===== config.mk =====
export PLATFORM = sky130hd
export DESIGN_NAME = hamming_decoder
export DESIGN_NICKNAME = d
export VERILOG_FILES = /design/src/rtl/hamming_pkg.sv /design/src/rtl/hamming_syndrome_acc.sv /design/src/rtl/hamming_decoder.sv
export SDC_FILE = /design/constraint.sdc
export NUM_CORES = 1
export LEC_CHECK = 0
export CORE_MARGIN = 1.5
export CORE_UTILIZATION = 40
export DETAILED_ROUTE_END_ITERATION = 8
export GPL_ROUTABILITY_DRIVEN = 1
export PLACE_DENSITY_LB_ADDON = 0.25
export SYNTH_ARGS = -nofsm -noshare
export SYNTH_HDL_FRONTEND = slang
export SYNTH_SLANG_ARGS = --single-unit

===== constraint.sdc =====
create_clock -name clk -period 7.1 [get_ports clk]
set_clock_uncertainty 0.1 [all_clocks]
set_input_delay 1.42 -clock clk [delete_from_list [all_inputs] [get_ports clk]]
set_output_delay 1.42 -clock clk [all_outputs]
set_load 0.01 [all_outputs]

===== src/rtl/hamming_pkg.sv =====
`default_nettype none
// ============================================================================
// Module      : hamming_pkg
// Description : Shared constants and types for the extended-Hamming (16,11)
//               SECDED serial decoder. It defines the code block geometry,
//               the order in which data positions are sent out, and the
//               decoder state encoding.
// Revision    : 1.0 - initial release
// ============================================================================
package hamming_pkg;

    localparam int BLOCK_LEN = 16;
    localparam int DATA_LEN  = 11;
    localparam int SYN_W     = 4;

    // Code positions that carry data, listed in the order they are sent out.
    // Position 0 holds the overall parity and positions 1/2/4/8 hold the
    // Hamming parity, so none of these appear here.
    localparam logic [SYN_W-1:0] DATA_POS [0:DATA_LEN-1] = '{
        4'd3, 4'd5, 4'd6, 4'd7, 4'd9, 4'd10, 4'd11, 4'd12, 4'd13, 4'd14, 4'd15
    };

    typedef enum logic [1:0] {
        RECV = 2'd0,
        EVAL = 2'd1,
        SEND = 2'd2
    } state_t;

endpackage
`default_nettype wire


===== src/rtl/hamming_syndrome_acc.sv =====
`default_nettype none
// ============================================================================
// Module      : hamming_syndrome_acc
// Description : Running syndrome and overall-parity accumulator for a
//               Hamming code received one bit per cycle. The syndrome is the
//               XOR of the indices of all '1' bits. The parity is the XOR of
//               all bits.
// Ports       : clk     - rising-edge clock
//               rst     - asynchronous active-high reset
//               i_bit   - received code bit
//               i_index - code position of i_bit
//               i_en    - fold i_bit into the running values this cycle
//               i_clr   - restart accumulation; has priority over i_en
//               o_syn   - accumulated syndrome
//               o_par   - accumulated overall parity
// Revision    : 1.0 - initial release
// ============================================================================
module hamming_syndrome_acc
    import hamming_pkg::*;
(
    input  logic             clk,
    input  logic             rst,
    input  logic             i_bit,
    input  logic [SYN_W-1:0] i_index,
    input  logic             i_en,
    input  logic             i_clr,
    output logic [SYN_W-1:0] o_syn,
    output logic             o_par
);

    logic [SYN_W-1:0] r_syn;
    logic             r_par;

    always_ff @(posedge clk or posedge rst) begin
        if (rst) begin
            r_syn <= '0;
            r_par <= 1'b0;
        end else if (i_clr) begin
            r_syn <= '0;
            r_par <= 1'b0;
        end else if (i_en) begin
            r_syn <= r_syn ^ (i_bit ? i_index : '0);
            r_par <= r_par ^ i_bit;
        end
    end

    assign o_syn = r_syn;
    assign o_par = r_par;

endmodule
`default_nettype wire


===== src/rtl/hamming_decoder.sv =====
`default_nettype none
// ============================================================================
// Module      : hamming_decoder
// Description : Serial extended-Hamming (16,11) SECDED decoder. It collects
//               a 16-bit code block one bit per cycle, with position 0 first.
//               It then corrects a single error or flags a double error, and
//               sends the 11 data bits out over a valid/ready handshake.
// Parameters  : FWD_UNCORR - 1: forward the data of a double-error block
//                            unchanged; 0: drop that block's data
// Ports       : clk, rst   - clock, asynchronous active-high reset
//               din        - serial code bit (in)
//               din_valid  - din carries a bit (in)
//               din_ready  - decoder accepts a bit (out)
//               dout       - serial recovered data bit (out)
//               dout_valid - dout valid (out)
//               dout_ready - consumer accepts dout (in)
//               stat_valid - one-cycle status pulse per block (out)
//               err_corr   - single error corrected (out)
//               err_double - uncorrectable double error (out)
//               err_pos    - corrected position, 0 when no correction (out)
// Revision    : 1.0 - initial release
// ============================================================================
module hamming_decoder
    import hamming_pkg::*;
#(
    parameter bit FWD_UNCORR = 1'b1
)
(
    input  logic             clk,
    input  logic             rst,
    input  logic             din,
    input  logic             din_valid,
    output logic             din_ready,
    output logic             dout,
    output logic             dout_valid,
    input  logic             dout_ready,
    output logic             stat_valid,
    output logic             err_corr,
    output logic             err_double,
    output logic [SYN_W-1:0] err_pos
);

    localparam logic [SYN_W-1:0] c_CNT_LAST = SYN_W'(BLOCK_LEN - 1);
    localparam logic [3:0]       c_K_LAST   = 4'(DATA_LEN - 1);

    state_t                 r_state;
    state_t                 w_state_nxt;
    logic [SYN_W-1:0]       r_cnt;
    logic [BLOCK_LEN-1:0]   r_buf;
    logic [3:0]             r_k;
    logic                   r_err_corr;
    logic                   r_err_double;
    logic [SYN_W-1:0]       r_err_pos;

    logic [SYN_W-1:0]       w_syn;
    logic                   w_par;
    logic                   w_accept;
    logic                   w_take;
    logic                   w_single;
    logic                   w_double;

    assign w_accept = (r_state == RECV) && din_valid;
    assign w_take   = (r_state == SEND) && dout_ready;

    // An odd overall parity always means a single error, located at w_syn.
    // A zero syndrome means the error is in the parity bit itself.
    // An even parity with a non-zero syndrome can only be a double error.
    assign w_single = w_par;
    assign w_double = !w_par && (w_syn != '0);

    hamming_syndrome_acc u_syn_acc (
        .clk     (clk),
        .rst     (rst),
        .i_bit   (din),
        .i_index (r_cnt),
        .i_en    (w_accept),
        .i_clr   (r_state == EVAL),
        .o_syn   (w_syn),
        .o_par   (w_par)
    );

    // ------------------------------------------------------------------
    // State register
    // ------------------------------------------------------------------
    always_ff @(posedge clk or posedge rst) begin
        if (rst) begin
            r_state <= RECV;
        end else begin
            r_state <= w_state_nxt;
        end
    end

    // ------------------------------------------------------------------
    // Next-state logic
    // ------------------------------------------------------------------
    always_comb begin
        w_state_nxt = r_state;
        case (r_state)
            RECV: begin
                if (w_accept && (r_cnt == c_CNT_LAST)) begin
                    w_state_nxt = EVAL;
                end
            end
            EVAL: begin
                if (w_double && (FWD_UNCORR == 1'b0)) begin
                    w_state_nxt = RECV;
                end else begin
                    w_state_nxt = SEND;
                end
            end
            SEND: begin
                if (w_take && (r_k == c_K_LAST)) begin
                    w_state_nxt = RECV;
                end
            end
            default: w_state_nxt = RECV;
        endcase
    end

    // ------------------------------------------------------------------
    // Output logic. The status outputs come straight from the classifier
    // during EVAL, so they are valid with stat_valid. After EVAL they show
    // the stored copy of that result.
    // ------------------------------------------------------------------
    always_comb begin
        din_ready  = 1'b0;
        dout_valid = 1'b0;
        dout       = 1'b0;
        stat_valid = 1'b0;
        err_corr   = r_err_corr;
        err_double = r_err_double;
        err_pos    = r_err_pos;
        case (r_state)
            RECV: din_ready = 1'b1;
            EVAL: begin
                stat_valid = 1'b1;
                err_corr   = w_single;
                err_double = w_double;
                err_pos    = w_single ? w_syn : '0;
            end
            SEND: begin
                dout_valid = 1'b1;
                dout       = r_buf[DATA_POS[r_k]];
            end
            default: ;
        endcase
    end

    // ------------------------------------------------------------------
    // Datapath: block buffer, bit counter, output index, stored status
    // ------------------------------------------------------------------
    always_ff @(posedge clk or posedge rst) begin
        if (rst) begin
            r_cnt        <= '0;
            r_buf        <= '0;
            r_k          <= '0;
            r_err_corr   <= 1'b0;
            r_err_double <= 1'b0;
            r_err_pos    <= '0;
        end else begin
            case (r_state)
                RECV: begin
                    if (w_accept) begin
                        r_buf[r_cnt] <= din;
                        r_cnt        <= r_cnt + 4'd1;
                    end
                end
                EVAL: begin
                    r_cnt        <= '0;
                    r_err_corr   <= w_single;
                    r_err_double <= w_double;
                    r_err_pos    <= w_single ? w_syn : '0;
                    if (w_single) begin
                        r_buf[w_syn] <= ~r_buf[w_syn];
                    end
                end
                SEND: begin
                    if (w_take) begin
                        r_k <= (r_k == c_K_LAST) ? 4'd0 : r_k + 4'd1;
                    end
                end
                default: ;
            endcase
        end
    end

endmodule
`default_nettype wire


==> impl_metrics.json <==
{
  "critical_path_class": "flop to output pin",
  "rsz0062_at_grt": "false",
  "antenna_cells": 0,
  "gp_congestion": 0.8558,
  "start_util_pct": 41.12,
  "swShare_pct": 46.60,
  "post_cts_buffers": 0,
  "async_flop_share_pct": 100.0,
  "worst_slew_pin_slew_ps": 706.0,
  "avgSynthCellArea_um2": 8.568,
  "drt_iter0_markers": 157,
  "muxShareOfSynthArea_pct": 4.530,
  "viasPerCell": 5.853,
  "min_period_over_period_pct": 60.39,
  "power.internal_uw": 574.6,
  "p_per_area_nw_per_um2": 383.1,
  "max_freq_ghz": 0.2332,
  "fillers": 635,
  "yosysTopAreaCellShare_pct": 35.66,
  "pwr-share-comb_pct": 46.3,
  "synthFlopType": "dfrtp_1",
  "rows": 29,
  "synth-adder-area-share_pct": 3.855,
  "power_frac_seq_pct": 40.3,
  "setup_tns_ps": 0,
  "synth-simple-area-share_pct": 24.92,
  "cts_sinks": 37,
  "switchingPower_uw": 501.6,
  "vias": 2224,
  "ios": 15,
  "yosys-top-cells-count": "nand2_1, dfrtp_1, o21ai_0",
  "report.final.slew_viol_count": 0,
  "clkLatencyLatePin_ps": 290,
  "die_h_um": 83.57,
  "drv_cap": 0,
  "path_clk_slew_ps": 70,
  "hold_buffers": 0,
  "clockBufferDepth": 2,
  "synth_compound_area_share_pct": 24.72,
  "synth_top_family_by_area": "simple AND/OR/NAND/NOR gates",
  "finalHoldViolCount": 0,
  "cts_max_level": 2,
  "core_region_area_um2": 6314,
  "synth_area_um2": 2596,
  "grt_pass1_wl_um": 10430,
  "crit_path_end_kind": "output pin",
  "yosys.area.top_type": "dfrtp_1",
  "grt_pass1_vias": 2044,
  "crit_path_max_fanout": 7,
  "ir_drop_uv": 212.7,
  "drt-total-wl_um": 6024,
  "drive_gt1_share_pct": 8.911,
  "dr.pass1.iters": 4,
  "synth.distinct_cells": 57,
  "critPathLaunchType": "flop",
  "drc_errors": 0,
  "hpwl_um": 4323,
  "maxSlewHeadroom_pct": 52.93,
  "cts_buffers": 5,
  "p_leak_uw": 0.001091,
  "synth-xor-area-share_pct": 0,
  "synth_seq_cells": 37,
  "synthToLayoutAreaGrowth_pct": 8.193,
  "status": "finished, final reports clean",
  "synth-edff-count": 0,
  "grt_usage_pct": 18.41,
  "cts_root_buf": "clkbuf_8",
  "yosysMostFrequentCell": "nand2_1",
  "die_x_um": 83.57,
  "die_area_um2": 6983,
  "syn-num-nets": 316,
  "crit_required_ps": 5580,
  "synth_cells": 303,
  "ys.warnings.count": 0,
  "wl_per_cell_um": 15.85,
  "ys_seq_area_share_pct": 35.66,
  "period_needed_ps": 4287,
  "final_core_util_pct": 44.49,
  "synth.area.top_cells": "dfrtp_1, nand2_1, o21ai_0, a21oi_1, ha_1",
  "hp-class": "flop to flop",
  "nets": 315,
  "grt_max_degree": 34,
  "cts-resized-gates": 0,
  "setup_viol": 0,
  "antenna_found_initial": 0,
  "antenna_left": 0,
  "port_buffers": 14,
  "grt_overflow_total": 0,
  "cts_tree": "yes",
  "arrival_ps": 2770,
  "clockPowerShare_pct": 13.4
}
## registers in the layout, indices dropped and copies added (netlist names)
signal / count
r_cnt: 4
u_syn_acc.o_syn: 4
r_err_corr: 1
r_err_pos: 4
u_syn_acc.o_par: 1
r_err_double: 1
r_k: 4
r_buf: 16
r_state: 2
## through the flow
step	setup WS, ps	cell area (um^2)	cells	hold WS (ps)	power, uW
3_3_place_gp	3200	2726	372	355.1	925.1
6_report	2813	2809	380	370.6	1076
5_1_grt	2646	2809	380	384.5	1164
3_5_place_dp	3139	2726	372	357.3	930.5
4_1_cts	2800	2809	380	376.8	1077
2_1_floorplan	3763	2596	303	345.2	800.4
## layout by cell type, fill, tap and decap left out, types with 3 or more instances in the layout
master and instances:
a22oi_1 7, and4b_1 3, nor2b_1 7, ha_1 8
and3_1 3, nand3_1 14, mux2i_1 5, a21oi_1 20
o21ai_1 8, nand4_1 3, clkbuf_8 5, o31ai_1 6
clkdlybuf4s50_1 14, o21ai_0 31, dfrtp_1 37, inv_1 11
a31oi_1 6, o211ai_1 3, mux2_4 3, nor2_1 11
nand2b_1 7, nor3_1 5, nand2_1 42, nor3_2 3
## power groups by stage
stage / sequential (uW) / combinational (uW) / clock (uW)
2_1_floorplan: 333 / 468 / 0
3_3_place_gp: 434 / 491 / 0
3_5_place_dp: 435 / 496 / 0
4_1_cts: 431 / 498 / 149
5_1_grt: 451 / 557 / 157
6_report: 434 / 498 / 144
## layer usage
metal | global-route usage, % | part of all wire, %
met5 | 0 | 0
met3 | 2.671 | 2.6
met2 | 27.20 | 43
met4 | 6.110 | 1.7
met1 | 27.53 | 52
## kinds of logic (layout without fill, tap and decap cells)
family | after synthesis | after routing
AOI/OAI and AO/OA | 100 | 100
adders and majority gates | 8 | 8
buffers and inverters | 35 | 35
DFF | 37 | 37
muxes | 10 | 10
and+or+nand+nor | 113 | 113
## path summary, 6_finish.rpt
kind / start / end / slack, ps / cells past startpoint
max: r_k[0] / dout / 2810 / 8
min: r_err_corr / r_err_corr / 370 / 2
max reg2reg: r_state[1] / r_buf[12] / 4610 / 6
min reg2reg: r_err_corr / r_err_corr / 370 / 2
max in group asynchronous: rst / r_buf[9] / 5020 / 3
min in group asynchronous: rst / r_k[3] / 1220 / 2
## cell type report
| class | instances | area, um^2 | share of cell area (%) |
|---|---|---|---|
| Inverter | 12 | 50.05 | 1.782 |
| Sequential cell | 37 | 925.9 | 32.96 |
| Timing Repair Buffer | 15 | 147.6 | 5.256 |
| Multi-Input combinational cell | 231 | 1506 | 53.63 |
| Clock inverter | 2 | 10.01 | 0.3563 |
| Tap cell | 77 | 96.34 | 3.430 |
| Clock buffer | 6 | 72.57 | 2.584 |
## critical path: stages, from the launching register on
cell             delay, ps
dfrtp_1                450
inv_1                  120
ha_1                   400
nor2b_4                 80
o31ai_4                300
mux2i_1                120
mux2_4                 280
o221ai_2               170
clkdlybuf4s50_1        560
Power figures use the tool's default switching activity.
